File: src/rtl/free_list_pkg.sv
// Shared free-list/ROB packet definitions and geometry; pointer helpers wrap modulo NUM_FL.
package free_list_pkg;

  localparam int NUM_PR         = 64;
  localparam int NUM_ARCH_TABLE = 32;
  localparam int NUM_ROB        = 8;
  localparam int NUM_FL         = NUM_PR - NUM_ARCH_TABLE;

  localparam int PR_W  = $clog2(NUM_PR);
  localparam int FL_W  = $clog2(NUM_FL);
  localparam int ROB_W = $clog2(NUM_ROB);
  localparam int CNT_W = $clog2(NUM_FL + 1);

  // Field set mirrors ROB_PACKET_FREELIST_OUT.
  typedef struct packed {
    logic             retire_en;
    logic             retire_dest_valid;
    logic [PR_W-1:0]  T_old_idx_head;
    logic             rollback_en;
    logic [ROB_W-1:0] ROB_rollback_idx;
  } FREELIST_PACKET_IN;

  typedef struct packed {
    logic [PR_W-1:0] T_idx;
    logic            free_valid;
  } FREELIST_PACKET_OUT;

  function automatic logic [FL_W-1:0] fl_inc(input logic [FL_W-1:0] p);
    return (p == FL_W'(NUM_FL - 1)) ? '0 : p + FL_W'(1);
  endfunction

  // (a - b) mod NUM_FL
  function automatic logic [FL_W-1:0] fl_dist(input logic [FL_W-1:0] a, input logic [FL_W-1:0] b);
    int d;
    d = int'(a) - int'(b);
    if (d < 0) d = d + NUM_FL;
    return FL_W'(d);
  endfunction

endpackage

File: src/rtl/fl_snapshot_table.sv
// Per-ROB-entry copy of the free-list head: one write port, one asynchronous read port.
module fl_snapshot_table
  import free_list_pkg::*;
#(
  parameter int DEPTH = NUM_ROB,
  parameter int WIDTH = FL_W
) (
  input  logic                     clock,
  input  logic                     reset,
  input  logic                     wr_en,
  input  logic [$clog2(DEPTH)-1:0] wr_idx,
  input  logic [WIDTH-1:0]         wr_dat,
  input  logic [$clog2(DEPTH)-1:0] rd_idx,
  output logic [WIDTH-1:0]         rd_dat
);

  logic [WIDTH-1:0] mem [DEPTH];

  always_ff @(posedge clock or negedge reset) begin
    if (!reset) begin
      for (int i = 0; i < DEPTH; i++) mem[i] <= '0;
    end else if (wr_en) begin
      mem[wr_idx] <= wr_dat;
    end
  end

  assign rd_dat = mem[rd_idx];

endmodule

File: src/rtl/free_list.sv
// Circular list of free physical tags: pop on dispatch, push T_old on retire, head restore on rollback.
// Define FREELIST_DEBUG_EN to expose fl_dbg/head_dbg/tail_dbg and the push-on-full/pop-on-empty assertions.
module free_list
  import free_list_pkg::*;
(
  input  logic             clock,
  input  logic             reset,
  input  logic             en,
  input  logic             dispatch_en,
  input  logic             dest_valid,
  input  logic [ROB_W-1:0] ROB_tail_idx,
  input  logic             retire_en,
  input  logic             retire_dest_valid,
  input  logic [PR_W-1:0]  T_old_idx_head,
  input  logic             rollback_en,
  input  logic [ROB_W-1:0] ROB_rollback_idx,
  output logic [PR_W-1:0]  T_idx,
  output logic             free_valid,
  output logic [CNT_W-1:0] free_count
`ifdef FREELIST_DEBUG_EN
  ,
  output logic [NUM_FL-1:0][PR_W-1:0] fl_dbg,
  output logic [FL_W-1:0]             head_dbg,
  output logic [FL_W-1:0]             tail_dbg
`endif
);

  FREELIST_PACKET_IN  in_pkt;
  FREELIST_PACKET_OUT out_pkt;

  logic [PR_W-1:0]  fl [NUM_FL];
  logic [FL_W-1:0]  head;
  logic [FL_W-1:0]  tail;
  logic [FL_W-1:0]  head_pop;
  logic [FL_W-1:0]  snap_head;
  logic [CNT_W-1:0] count;
  logic             pop;
  logic             push;
  logic             snap_wr;

  assign in_pkt.retire_en         = retire_en;
  assign in_pkt.retire_dest_valid = retire_dest_valid;
  assign in_pkt.T_old_idx_head    = T_old_idx_head;
  assign in_pkt.rollback_en       = rollback_en;
  assign in_pkt.ROB_rollback_idx  = ROB_rollback_idx;

  assign out_pkt.T_idx      = fl[head];
  assign out_pkt.free_valid = (count != '0);

  assign T_idx      = out_pkt.T_idx;
  assign free_valid = out_pkt.free_valid;
  assign free_count = count;

  // A tag pushed this cycle is never forwarded: free_valid reflects registered count only.
  assign pop      = en & dispatch_en & dest_valid & out_pkt.free_valid & ~in_pkt.rollback_en;
  assign push     = en & in_pkt.retire_en & in_pkt.retire_dest_valid;
  assign snap_wr  = en & dispatch_en & ~in_pkt.rollback_en;
  assign head_pop = pop ? fl_inc(head) : head;

  fl_snapshot_table #(
    .DEPTH (NUM_ROB),
    .WIDTH (FL_W)
  ) u_snap (
    .clock  (clock),
    .reset  (reset),
    .wr_en  (snap_wr),
    .wr_idx (ROB_tail_idx),
    .wr_dat (head_pop),
    .rd_idx (in_pkt.ROB_rollback_idx),
    .rd_dat (snap_head)
  );

  always_ff @(posedge clock or negedge reset) begin
    if (!reset) begin
      for (int i = 0; i < NUM_FL; i++) fl[i] <= PR_W'(NUM_ARCH_TABLE + i);
      head  <= '0;
      tail  <= '0;
      count <= CNT_W'(NUM_FL);
    end else if (en) begin
      if (push) begin
        fl[tail] <= in_pkt.T_old_idx_head;
        tail     <= fl_inc(tail);
      end
      // Tags popped since the snapshot lie between snap_head and head; restoring head returns them.
      if (in_pkt.rollback_en) begin
        head  <= snap_head;
        count <= count + CNT_W'(fl_dist(head, snap_head)) + CNT_W'(push);
      end else begin
        head  <= head_pop;
        count <= count + CNT_W'(push) - CNT_W'(pop);
      end
    end
  end

`ifdef FREELIST_DEBUG_EN
  for (genvar g = 0; g < NUM_FL; g++) begin : g_dbg
    assign fl_dbg[g] = fl[g];
  end
  assign head_dbg = head;
  assign tail_dbg = tail;

  a_push_full: assert property (@(posedge clock) disable iff (!reset) push |-> (count != CNT_W'(NUM_FL)));
  a_pop_empty: assert property (@(posedge clock) disable iff (!reset) pop |-> (count != '0));
`endif

endmodule

File: config.mk
export PLATFORM = sky130hd
export DESIGN_NAME = free_list
export DESIGN_NICKNAME = d
export VERILOG_FILES = /design/src/rtl/free_list_pkg.sv /design/src/rtl/fl_snapshot_table.sv /design/src/rtl/free_list.sv
export SDC_FILE = /design/constraint.sdc
export NUM_CORES = 1
export LEC_CHECK = 0
export ABC_AREA = 0
export CAP_MARGIN = 20
export CORE_MARGIN = 3
export CORE_UTILIZATION = 56
export DETAILED_ROUTE_END_ITERATION = 8
export PLACE_DENSITY = 0.81
export SETUP_SLACK_MARGIN = 0.2
export SLEW_MARGIN = 20
export SYNTH_ARGS = -nofsm -noshare
export SYNTH_HDL_FRONTEND = slang
export SYNTH_HIERARCHICAL = 1
export SYNTH_SLANG_ARGS = --single-unit
File: constraint.sdc
create_clock -name clock -period 3 [get_ports clock]
set_input_delay 0.45 -clock clock [delete_from_list [all_inputs] [get_ports clock]]
set_output_delay 0.45 -clock clock [all_outputs]
set_load 0.01 [all_outputs]
==> flow_summary.yaml, run 1 <==
clocking:
  clk_path_buf_depth: 3
  tritoncts: "built"
  cts_max_level: 1
  cts_buffers: 26
  cts-root-buf: "clkbuf_16"
  path_clk_slew_ns: 0.06
  worstSkewPairLatency_ns: 0.53
  clkSinkCount: 248
global_routing:
  antenna_found_initial: 0
  grt_max_degree: 94
  grt_pass1_vias: 8445
  grt.total_usage_pct: 24.3
  overflow: 0
  grt_first_pass_wirelength_mm: 46.7
cells_and_area:
  layout_common_cells: "229 x mux2_2, 133 x dfrtp_1, 113 x dfstp_2, 63 x buf_4, 50 x mux2i_1"
  area_growth_pct: 17.9
  final_net_count: 1048
  antenna_cells: 0
  nFillCells: 1528
  final_common_cell: "mux2_2"
  drive_gt1_share_pct: 54.1
  seqCellArea_sq_mm: 0.00635
  final_util_pct: 67.4
  multiInputGateArea_sq_mm: 0.00599
power:
  power.leakage_nw: 6.52
  total_power_w: 0.0119
  peakVddDrop_mv: 0.577
  p_per_area_mw_per_mm2: 806
critical_path:
  cp.arrival_ns: 2.58
  end_kind: "output port"
  cp_data_required_time_ns: 2.55
  worstPathCellList: "buf_12, buf_12, mux4_2, a22o_1, a221oi_2, nand3_1, buf_2"
  critPathBufInv: 3
  slowest_stage: "dfrtp_4"
  worstSetupStartpointType: "flop"
  crit_family: "flip-flops"
  max_stage_delay_ns: 0.52
  critical_path.max_fanout: 6
  crit_top_cell: "buf_12"
  worstSetupPathType: "reg2out"
floorplan:
  coreArea_sq_mm: 0.0219
  die_x_um: 156
  die_h_um: 156
  start_util_pct: 57.2
  ioPinCount: 33
  dieArea_sq_mm: 0.0242
  rows: 54
logic_synthesis:
  yosysUniqueCellTypes: 59
  ys_seq_elements: 248
  synth_edf_count: 0
  syn_area_sq_mm: 0.0125
  synthFlopType: "dfrtp_1"
  avgSynthCellArea_sq_um: 13.7
  yosysSeqAreaShare_pct: 50.7
  synth_async_sr_flop_share_pct: 100
  synth_cells: 913
  synth_nets: 960
  yosysWarnings: 6
sta:
  fin_worst_skew_ns: 0.0141
  post-route-period-util_pct: 101
  tightest_slew_ns: 0.807
  slew-limit-headroom_pct: 46.0
  tns_ns: -0.0518
  worst_slack_ns: -0.0273
  setup_violations: 2
  maxSlewViolCount: 0
  rsz0062_at_grt: "true"
  min_period_ns: 3.03
  hold_viol_final: 0
  max_freq_mhz: 330
placement:
  hpwl_mm: 18.6
  io_buffers: 32
  place_congestion: 0.817
  place_ws_ns: -0.795
route:
  finalWirelength_mm: 29.3
  drc_errors: 0
  vias: 8060
  wl_per_cell_um: 22.5
  firstDrtPassIters: 4
  first_iter_violations: 631
  ant_nets: 0
  drt-vias-per-instance: 6.20
run:
  maxCapViolCount: 0
min_path:
  hold_class: "reg2reg"
run_status:
  status: "finished, violations left"
  violations: "negative setup slack"
## sequential cells by signal (all words and copies together), names as in the netlist
name	count
head	5
fl	192
u_snap/mem	40
free_count	6
tail	5
## power breakdown
part	total [W]	internal [W]	leakage (nW)	switching, W
clock network	0.00341	0.00210	0.448	0.00131
registers	0.00472	0.00421	2.96	0.000512
logic	0.00376	0.00201	3.11	0.00175
total	0.0119	0.00832	6.52	0.00358
## cell families (layout without fill, tap and decap cells)
kind of cell    count (synthesis)  after routing  synth area share (%)
fa+ha+maj                      27             27                  2.94
compound gates                 89             89                  4.70
flops                         248            248                  50.7
buf+inv                        76            184                  2.81
xor+xnor                        7              7                 0.490
mux                           322            322                  32.2
simple gates                  144            144                  6.18
## path summary, 6_finish.rpt
check	startpoint	to	slack, ns	depth (start not counted)
max	head[0]$_DFFE_PN0P_	T_idx[5]	-0.03	7
min	fl[162]$_DFFE_PN0P_	fl[162]$_DFFE_PN0P_	0.50	1
max reg2reg	u_snap/mem[10]$_DFFE_PN0P_	free_count[5]$_DFFE_PN1P_	0.04	13
min reg2reg	fl[162]$_DFFE_PN0P_	fl[162]$_DFFE_PN0P_	0.50	1
max in group asynchronous	reset	fl[98]$_DFFE_PN1P_	1.61	3
min in group asynchronous	reset	fl[126]$_DFFE_PN0P_	0.54	2
## worst reg2reg max path, cell delays in order (launching register included)
cell      delay (ns)
dfrtp_1         0.38
mux4_2          0.46
mux2_4          0.30
ha_4            0.17
inv_4           0.05
fa_2            0.20
a21o_1          0.12
a21oi_2         0.05
xnor2_1         0.12
ha_1            0.31
or3_1           0.33
a31oi_1         0.19
o21bai_1        0.14
a31oi_1         0.06
## repair_timing
action | CTS | global route
gates resized for setup | 56 | 17
setup buffers | 10 | 4
gates cloned | 0 | 0
endpoints found under the setup margin | 11 | 19
pin swaps | 22 | 13
endpoints found under the hold margin | 47 | 0
hold buffers | 1 | 0
## layer usage
| layer | up-vias | global-route usage (%) | routed length [um] |
|---|---|---|---|
| li1 | 3552 | - | - |
| met1 | 4237 | 33.1 | 12600 |
| met2 | 218 | 41.9 | 14700 |
| met3 | 53 | 3.09 | 1260 |
| met4 | 0 | 5.63 | 667 |
| met5 | - | 0 | 0 |
## stage by stage
step           std cells  cell area [sq um]  hold slack (ns)
2_1_floorplan        913              12600            0.154
3_3_place_gp        1238              13600            0.480
3_5_place_dp        1238              13600            0.490
4_1_cts             1297              14700            0.504
5_1_grt             1301              14800            0.517
6_report            1301              14800            0.504
## cell type report
class                           instances  area share (%)
Inverter                               25           0.653
Multi-Input combinational cell        589            40.6
Timing Repair Buffer                  111            7.08
Clock inverter                          7           0.780
Sequential cell                       248            43.0
Clock buffer                           41            5.48
Tap cell                              280            2.37
## Yosys cell counts (all sizes together) (6+ instances only)
cell      n  area share [%]
mux4     34             6.6
nor3      7            0.40
a221oi    6            0.42
inv      24            0.72
nor2     33             1.0
ha       23             2.3
dfrtp   135              27
a22o      6            0.42
a21o      6            0.36
nand3    33             1.3
o21ai    15            0.60
dfstp   113              24
buf      21             1.1
clkbuf   30            0.91
mux2    237              21
nor2b     7            0.35
a21oi    20            0.80
mux2i    51             4.1
nand2    32            0.96
a22oi    12            0.72
(Power assumes the default switching activity.)
==> inputs of run 2 (changes only) <==
SKIP_LAST_GASP = 1   (was not set)
==> run 2 against run 1 <==
Against the previous run:
- the run still ends with negative setup slack left
- sequential share of layout area about the same
- critical endpoint unchanged
- sequential cell count unchanged
- first-iteration DRC count down 2.1%
- routed wire length about the same
- die area did not move
- clock skew is essentially flat
==> flow_summary.yaml, run 2 (synthesis gave the netlist of run 1 again) <==
run_status:
  status: "finished, violations left"
  violations: "negative setup slack"
floorplan:
  start_util_pct: 57.2
  coreArea_sq_mm: 0.0219
  die_h_um: 156
  ioPinCount: 33
  rows: 54
  dieArea_sq_mm: 0.0242
  die_x_um: 156
critical_path:
  cp_data_required_time_ns: 2.55
  slowest_stage: "dfrtp_4"
  crit_family: "flip-flops"
  worstPathCellList: "buf_12, buf_12, mux4_2, a22o_1, a221oi_2, nand3_1, buf_2"
  r2r_cells: 12
  critPathBufInv: 3
  rrSetupSlack_ns: 0.04
  worstSetupPathType: "reg2out"
  max_stage_delay_ns: 0.52
  rr_endpoint: "free_count[3]$_DFFE_PN0P_"
  cp.arrival_ns: 2.58
  crit_top_cell: "buf_12"
  worstSetupStartpointType: "flop"
  critical_path.max_fanout: 6
  end_kind: "output port"
  r2r-start: "u_snap/mem[11]$_DFFE_PN0P_"
  startpoint: "head[0]$_DFFE_PN0P_"
clocking:
  cts_max_level: 1
  tritoncts: "built"
  cts-root-buf: "clkbuf_16"
  worstSkewPairLatency_ns: 0.53
  cts_buffers: 26
  path_clk_slew_ns: 0.06
  clk_path_buf_depth: 3
  clkSinkCount: 248
cells_and_area:
  final_util_pct: 67.4
  fin_area_sq_mm: 0.0148
  largest_register_ffs: 192
  final_net_count: 1048
  layout_common_cells: "229 x mux2_2, 133 x dfrtp_1, 113 x dfstp_2, 65 x buf_4, 50 x mux2i_1"
  antenna_cells: 0
  final_common_cell: "mux2_2"
  area_growth_pct: 17.8
  drive_gt1_share_pct: 54.0
  top_register: "fl"
global_routing:
  grt_pass1_vias: 8445
  met1_usage_pct: 33.1
  grt_max_degree: 94
  grt-busiest-layer: "met2"
  antenna_found_initial: 0
  overflow: 0
  grt.met3_usage_pct: 3.09
  met2_usage_pct: 41.9
  grt_first_pass_wirelength_mm: 46.7
  grt.total_usage_pct: 24.3
route:
  first_iter_violations: 618
  wl_per_cell_um: 22.5
  ant_nets: 0
  firstDrtPassIters: 5
  drt-vias-per-instance: 6.19
  drc_errors: 0
  vias: 8048
  finalWirelength_mm: 29.2
power:
  p_per_area_mw_per_mm2: 806
  power.leakage_nw: 6.52
  peakVddDrop_mv: 0.577
min_path:
  min-delay-start: "fl[162]$_DFFE_PN0P_"
  hold_path_end: "fl[162]$_DFFE_PN0P_"
  hold_class: "reg2reg"
  hold_depth: 1
sta:
  setup_violations: 2
  rsz0062_at_grt: "true"
  maxSlewViolCount: 0
  hold_viol_final: 0
  post-route-period-util_pct: 101
  tightest_slew_ns: 0.806
  min_period_ns: 3.03
  slew-limit-headroom_pct: 46.0
  fin_worst_skew_ns: 0.0136
  worst_slack_ns: -0.0275
  max_freq_mhz: 330
placement:
  place_congestion: 0.817
  io_buffers: 32
  hpwl_mm: 18.6
  placed_area_sq_mm: 0.0136
run:
  maxCapViolCount: 0
-- run 2: cell counts in the layout (fill, tap and decap cells not counted) --
Identical to the previous run, type by type.
-- run 2: how the worst max path moves through the flow --
stage,end,cells past startpoint
global placement,free_count[5]$_DFFE_PN1P_,15
detailed placement,free_count[5]$_DFFE_PN1P_,15
floorplan,free_count[5]$_DFFE_PN1P_,14
finish,T_idx[5],7
global route,free_count[3]$_DFFE_PN0P_,12
CTS,T_idx[5],7
-- run 2: area by class of cell --
cell class | instances | area [sq um]
sequential | 248 | 6350
timing repair buffer | 111 | 1040
clock inverter | 7 | 115
fill | 1530 | 7140
clock buffer | 41 | 808
multi-input combinational | 589 | 5990
tap | 280 | 350
inverter | 25 | 96.3
-- run 2: what timing repair did --
action | in CTS | in global routing
gates resized for setup | 56 | 14
endpoints found under the hold margin | 47 | 0
hold buffers | 1 | 0
setup buffers | 10 | 4
setup endpoints to repair | 11 | 19
pin swaps | 22 | 13
-- run 2: per-stage QoR --
step / power [W] / TNS [ns] / setup slack (ns) / std cells / hold slack (ns)
finish: 0.0119 / -0.0491 / -0.0275 / 1301 / 0.504
global route: 0.0125 / -0.531 / -0.115 / 1301 / 0.517
CTS: 0.0118 / -0.0559 / -0.0252 / 1297 / 0.504
detailed placement: 0.00810 / -3.09 / -0.795 / 1238 / 0.490
global placement: 0.00793 / -2.66 / -0.675 / 1238 / 0.480
floorplan: 0.00698 / -0.0613 / -0.0472 / 913 / 0.154
-- run 2: metal layers --
metal  routed length [um]  vias up
met5                    0        -
met4                  683        0
met3                 1350       54
met2                14700      218
met1                12500     4226
li1                     -     3550
-- run 2: where the power goes --
group          switching [W]  total [W]  internal (W)
registers           0.000511    0.00472       0.00421
logic                0.00175    0.00376       0.00201
clock network        0.00131    0.00341       0.00210
==> edit 1, RTL diff (settings of run 1) <==
Set the package constant `NUM_ROB` to 32 (it was 8).
--- a/src/rtl/free_list_pkg.sv
+++ b/src/rtl/free_list_pkg.sv
@@ -5,3 +5,3 @@
   localparam int NUM_ARCH_TABLE = 32;
-  localparam int NUM_ROB        = 8;
+  localparam int NUM_ROB        = 32;
   localparam int NUM_FL         = NUM_PR - NUM_ARCH_TABLE;
Interface: changed (resized ROB_rollback_idx and ROB_tail_idx); port bits go from 33 to 37. No check against the original RTL was run, so the function may have changed too.
==> edit 1 against run 1 <==
The flow still finishes with violations (setup timing); power is 23% higher; hold slack worse by 0.025 ns; synthesized area is 43% higher; sequential cell count grew 120; fmax is 16% lower; sequential power increased by 35%; setup slack worse by 0.58 ns; final area rose by 43%; final cell count grew 37%; global-route usage up 0.29 points; clock skew up 0.0091 ns; routed wire length up 47%; critical endpoint is now free_count[5]$_DFFE_PN1P_; largest power group unchanged.
==> edit 1: results (changes against run 1) <==
[routing]
drt_first_pass_iters=5  ; +1
drt-total-wl_mm=42.9  ; +47%
initialDrtViolationCount=852  ; +35%
post_drt_via_cell_ratio=6.22  ; +0.43%

[logic_synthesis]
synth.area.top_cells=sky130_fd_sc_hd__dfrtp_1 36%, sky130_fd_sc_hd__mux2_2 20%, sky130_fd_sc_hd__dfstp_2 17%
mappedNetlistNets=1301  ; +36%
synth_compound_area_share_pct=3.18  ; -1.5 points
synth_cell_types=56  ; -5.1%
synth_seq_area_share_pct=52.2  ; +1.5 points
synth_xor_xnor_area_share_pct=0.391  ; -0.099 points

[critical_path]
timing.critical_path.from=u_snap/mem[40]$_DFFE_PN0P_

[timing]
skew_ns=0.0232  ; +0.00912 ns
setup_viol=7  ; +5
tns_ns=-2.32  ; -2.27 ns
worst_setup_margin_ns=-0.609  ; -0.581 ns

[finish]
layout-drive-gt1-share_pct=52.9  ; -1.2 points
layout.filler_cells=2041  ; +34%

[placement]
postPlaceCellArea_sq_um=19300  ; +42%
final_hpwl_from_detailed_placement_mm=26.9  ; +45%
port-buffer-count=36  ; +13%
number_of_cells_in_the_design_after_placement=1696  ; +37%
gp_routability_congestion=0.844  ; +3.3%

[global_route]
via_count_of_the_first_global_routing_pass=11700  ; +39%
largest_net_degree_at_the_start_of_global_routing=98  ; +4.3%

[power_and_ir_drop]
vdd_drop_max_v=0.000443  ; -23%
static-leakage-power_uw=0.00946  ; +45%

[outcome]
failed_checks=setup timing
status=finished with violations

[clock_tree]
cts_inserted_buffers=40  ; +54%
cts.repair.resized=60  ; +7.1%

[hold_path]
min_path_type=in2async

-- edit 1: cells by family after synthesis --
logic type / after synthesis
muxes: 484
DFF: 368
and+or+nand+nor: 181
buffers and inverters: 97
AOI/OAI and AO/OA: 85
adders and majority gates: 27
xor gates and xnor gates: 8
-- edit 1: routing by layer --
layer | vias up | share of wire, % | GRT usage [%]
met1 | 5893 | 42 | 33.3
li1 | 4838 | - | -
met4 | 0 | 2.4 | 6.48
met3 | 79 | 4.7 | 3.38
met2 | 309 | 51 | 42.2
met5 | - | 0 | 0
-- edit 1: final cells by class --
class / instances / area (sq um) / share of cell area (%)
sequential: 368 / 9350 / 44.4
multi-input combinational: 785 / 8350 / 39.6
timing repair buffer: 141 / 1470 / 6.97
clock buffer: 64 / 1190 / 5.65
tap: 396 / 495 / 2.35
clock inverter: 9 / 110 / 0.523
inverter: 24 / 95.1 / 0.451
-- edit 1: worst max-delay path, cell delays in order (launching register included) --
cell	delay, ns
sky130_fd_sc_hd__dfrtp_1	0.38
sky130_fd_sc_hd__mux4_2	0.49
sky130_fd_sc_hd__mux4_2	0.50
sky130_fd_sc_hd__mux2_4	0.32
sky130_fd_sc_hd__ha_4	0.17
sky130_fd_sc_hd__inv_4	0.05
sky130_fd_sc_hd__fa_2	0.47
sky130_fd_sc_hd__ha_4	0.24
sky130_fd_sc_hd__a211o_1	0.29
sky130_fd_sc_hd__o211ai_1	0.14
sky130_fd_sc_hd__a2111o_1	0.20
sky130_fd_sc_hd__o221ai_2	0.08
sky130_fd_sc_hd__a31o_2	0.21
-- edit 1: where the power goes --
part	internal, uW	switching [uW]	leakage [uW]	total, uW
Sequential	5860	514	0.00463	6380
Clock	2900	1960	0.000641	4860
Combinational	1750	1600	0.00419	3350
==> edit 2, RTL diff (config.mk and constraints of run 1) <==
Without the edit above. Make the reset (`reset`) synchronous in 2 clocked blocks. Comments in the files are not updated.
--- a/src/rtl/fl_snapshot_table.sv
+++ b/src/rtl/fl_snapshot_table.sv
@@ -18,3 +18,3 @@
 
-  always_ff @(posedge clock or negedge reset) begin
+  always_ff @(posedge clock) begin
     if (!reset) begin
--- a/src/rtl/free_list.sv
+++ b/src/rtl/free_list.sv
@@ -72,3 +72,3 @@
 
-  always_ff @(posedge clock or negedge reset) begin
+  always_ff @(posedge clock) begin
     if (!reset) begin
Function: differs if reset is asserted again (counterexample within 4 cycles, from zero or initial values and one cycle with reset low); with reset held inactive, the same outputs for 4 cycles.
==> edit 2 against run 1 <==
Routed wire length grew 9.3%; synthesized area is 0.18% lower; via count rose by 10%; sequential cell count increased by 5; final area shrank 1.5%; the run still ends with setup timing left; largest cell class unchanged; setup slack worse by 0.059 ns; final cell count grew 5.8%.
Power is not compared: it rests on default switching activity, and its combinational part moved more than twofold at a synthesized area within 25%.
==> edit 2: results (changes against run 1) <==
[global_route]
grt_first_pass_wirelength_mm=50.1  ; +7.3%
grt_antenna_before_repair=0  ; unchanged
via_count_of_the_first_global_routing_pass=9014  ; +6.7%
largest_net_degree_at_the_start_of_global_routing=50  ; -47%
grt.total_usage_pct=26.4  ; +2.2 points

[critical_path]
max_stage_delay_ns=0.54  ; +0.02 ns
path_max_fanout=4  ; -2
slowest_stage=sky130_fd_sc_hd__mux4_2
timing.critical_path.arrival_ns=3.51  ; +0.93 ns

[finish]
layout.filler_cells=1534  ; +0.39%
antenna_cells_inserted=0  ; unchanged
largest_register=fl
layout-drive-gt1-share_pct=19.3  ; -35 points
largest_register_ffs=192  ; unchanged

[logic_synthesis]
mappedNetlistNets=1060  ; +10%
synth-edff-count=232  ; +232
synth-async-reset-ratio_pct=0  ; -100 points
synth_cell_types=62  ; +5.1%
synth_seq_area_share_pct=59.1  ; +8.4 points
post_synth_most_frequent_cells=232 x sky130_fd_sc_hd__edfxtp_1, 87 x sky130_fd_sc_hd__nand2_1, 80 x sky130_fd_sc_hd__nor3_1
yosys_warnings=6  ; unchanged
synth.area.top_cells=sky130_fd_sc_hd__edfxtp_1 56%, sky130_fd_sc_hd__mux4_1 4.6%, sky130_fd_sc_hd__mux2i_1 4.1%
ys_dominant_reg_cell=sky130_fd_sc_hd__edfxtp_1

[clock_tree]
cts_max_path_buffers=3  ; unchanged
clk_transition_reported_paths_ns=0.07
cts_inserted_buffers=26  ; unchanged
h-tree-depth=1  ; unchanged
clock_latency_reported_for_the_late_side_of_the_worst_skew_pair_ns=0.54
cts.root.buffer_cell=sky130_fd_sc_hd__clkbuf_16

[placement]
final_hpwl_from_detailed_placement_mm=20.5  ; +10%
postPlaceCellArea_sq_um=13500  ; -0.81%
gp_routability_congestion=0.936  ; +15%
port-buffer-count=32  ; unchanged

[power_and_ir_drop]
vdd_drop_max_v=0.000356
static-leakage-power_uw=0.00473

[timing]
tns_ns=-0.0859  ; -0.0341 ns
worst-slew-pin-transition_ns=0.802  ; -0.00482 ns
worst_setup_margin_ns=-0.0859  ; -0.0586 ns
setup_viol=1  ; -1
skew_ns=0.0214  ; +0.00737 ns

[routing]
vias=8887  ; +10%
initialDrtViolationCount=901  ; +43%
drt_first_pass_iters=5  ; +1
drtAntennaViolNets=0  ; unchanged
avgRoutedWirePerCell_microns=23.2  ; +3.3%

[outcome]
status=finished with violations
failed_checks=setup timing

[hold_path]
min_path_type=reg2reg

-- edit 2: logic make-up (layout without fill, tap and decap cells) --
logic type | after synthesis | after routing | synth area share, %
simple gates | 406 | 406 | 16.0
flops | 253 | 253 | 59.1
buf+inv | 122 | 205 | 4.27
compound gates | 105 | 105 | 5.57
mux | 92 | 92 | 11.5
fa+ha+maj | 27 | 27 | 2.94
xor+xnor | 8 | 8 | 0.561
-- edit 2: layout make-up --
cell class | count | area share [%]
clock buffer | 39 | 5.08
clock inverter | 8 | 0.671
inverter | 33 | 0.869
multi-input combinational | 638 | 32.2
sequential | 253 | 50.8
tap | 280 | 2.41
timing repair buffer | 125 | 7.90
-- edit 2: through the flow --
step / util [%] / cells / total power [uW] / worst slack, ns
6_report: 66.4 / 1376 / 8260 / -0.0859
5_1_grt: 66.4 / 1376 / 8500 / -0.151
4_1_cts: 66.3 / 1374 / 8250 / -0.0217
3_5_place_dp: 61.5 / 1317 / 5070 / -0.855
3_3_place_gp: 61.5 / 1317 / 5030 / -0.752
2_1_floorplan: - / 1013 / 4680 / -0.0800
-- edit 2: worst paths after layout --
check,start,to,slack [ns],depth (start not counted)
worst min-delay path,free_count[2]$_SDFFE_PN0P_,free_count[2]$_SDFFE_PN0P_,0.55,2
worst min register to register,free_count[2]$_SDFFE_PN0P_,free_count[2]$_SDFFE_PN0P_,0.55,2
worst max register to register,u_snap/mem[5][1]$_SDFFCE_PN0P_,free_count[5]$_SDFFE_PN1P_,-0.06,13
worst max-delay path,ROB_rollback_idx[0],free_count[5]$_SDFFE_PN1P_,-0.09,14
-- edit 2: timing repair --
action | in CTS | in global routing
buffers inserted | 8 | 2
gates cloned | 2 | 0
resized for setup | 65 | 5
pin swaps | 22 | 7
hold buffers | 0 | 0
endpoints found under the hold margin | 0 | 0
setup endpoints to repair | 11 | 11
-- edit 2: metal layers --
layer / GRT usage (%) / vias up / routed length, microns
met5: 0 / - / 0
met4: 10.7 / 0 / 1440
met3: 3.48 / 114 / 2890
met2: 45.6 / 561 / 15900
met1: 34.1 / 4272 / 11700
li1: - / 3940 / -
-- edit 2: report_power, final --
| group | switching [uW] | internal, uW |
|---|---|---|
| Sequential | 64.3 | 3930 |
| Combinational | 604 | 493 |
| Clock | 1310 | 1870 |
-- edit 2: worst max-delay path, delay by kind of cell --
family,cells,cell delay [ns]
AOI/OAI and AO/OA,4,0.74
xor gates and xnor gates,1,0.15
and+or+nand+nor,1,0.07
muxes,2,0.85
buffers and inverters,4,0.66
adders and majority gates,2,0.57
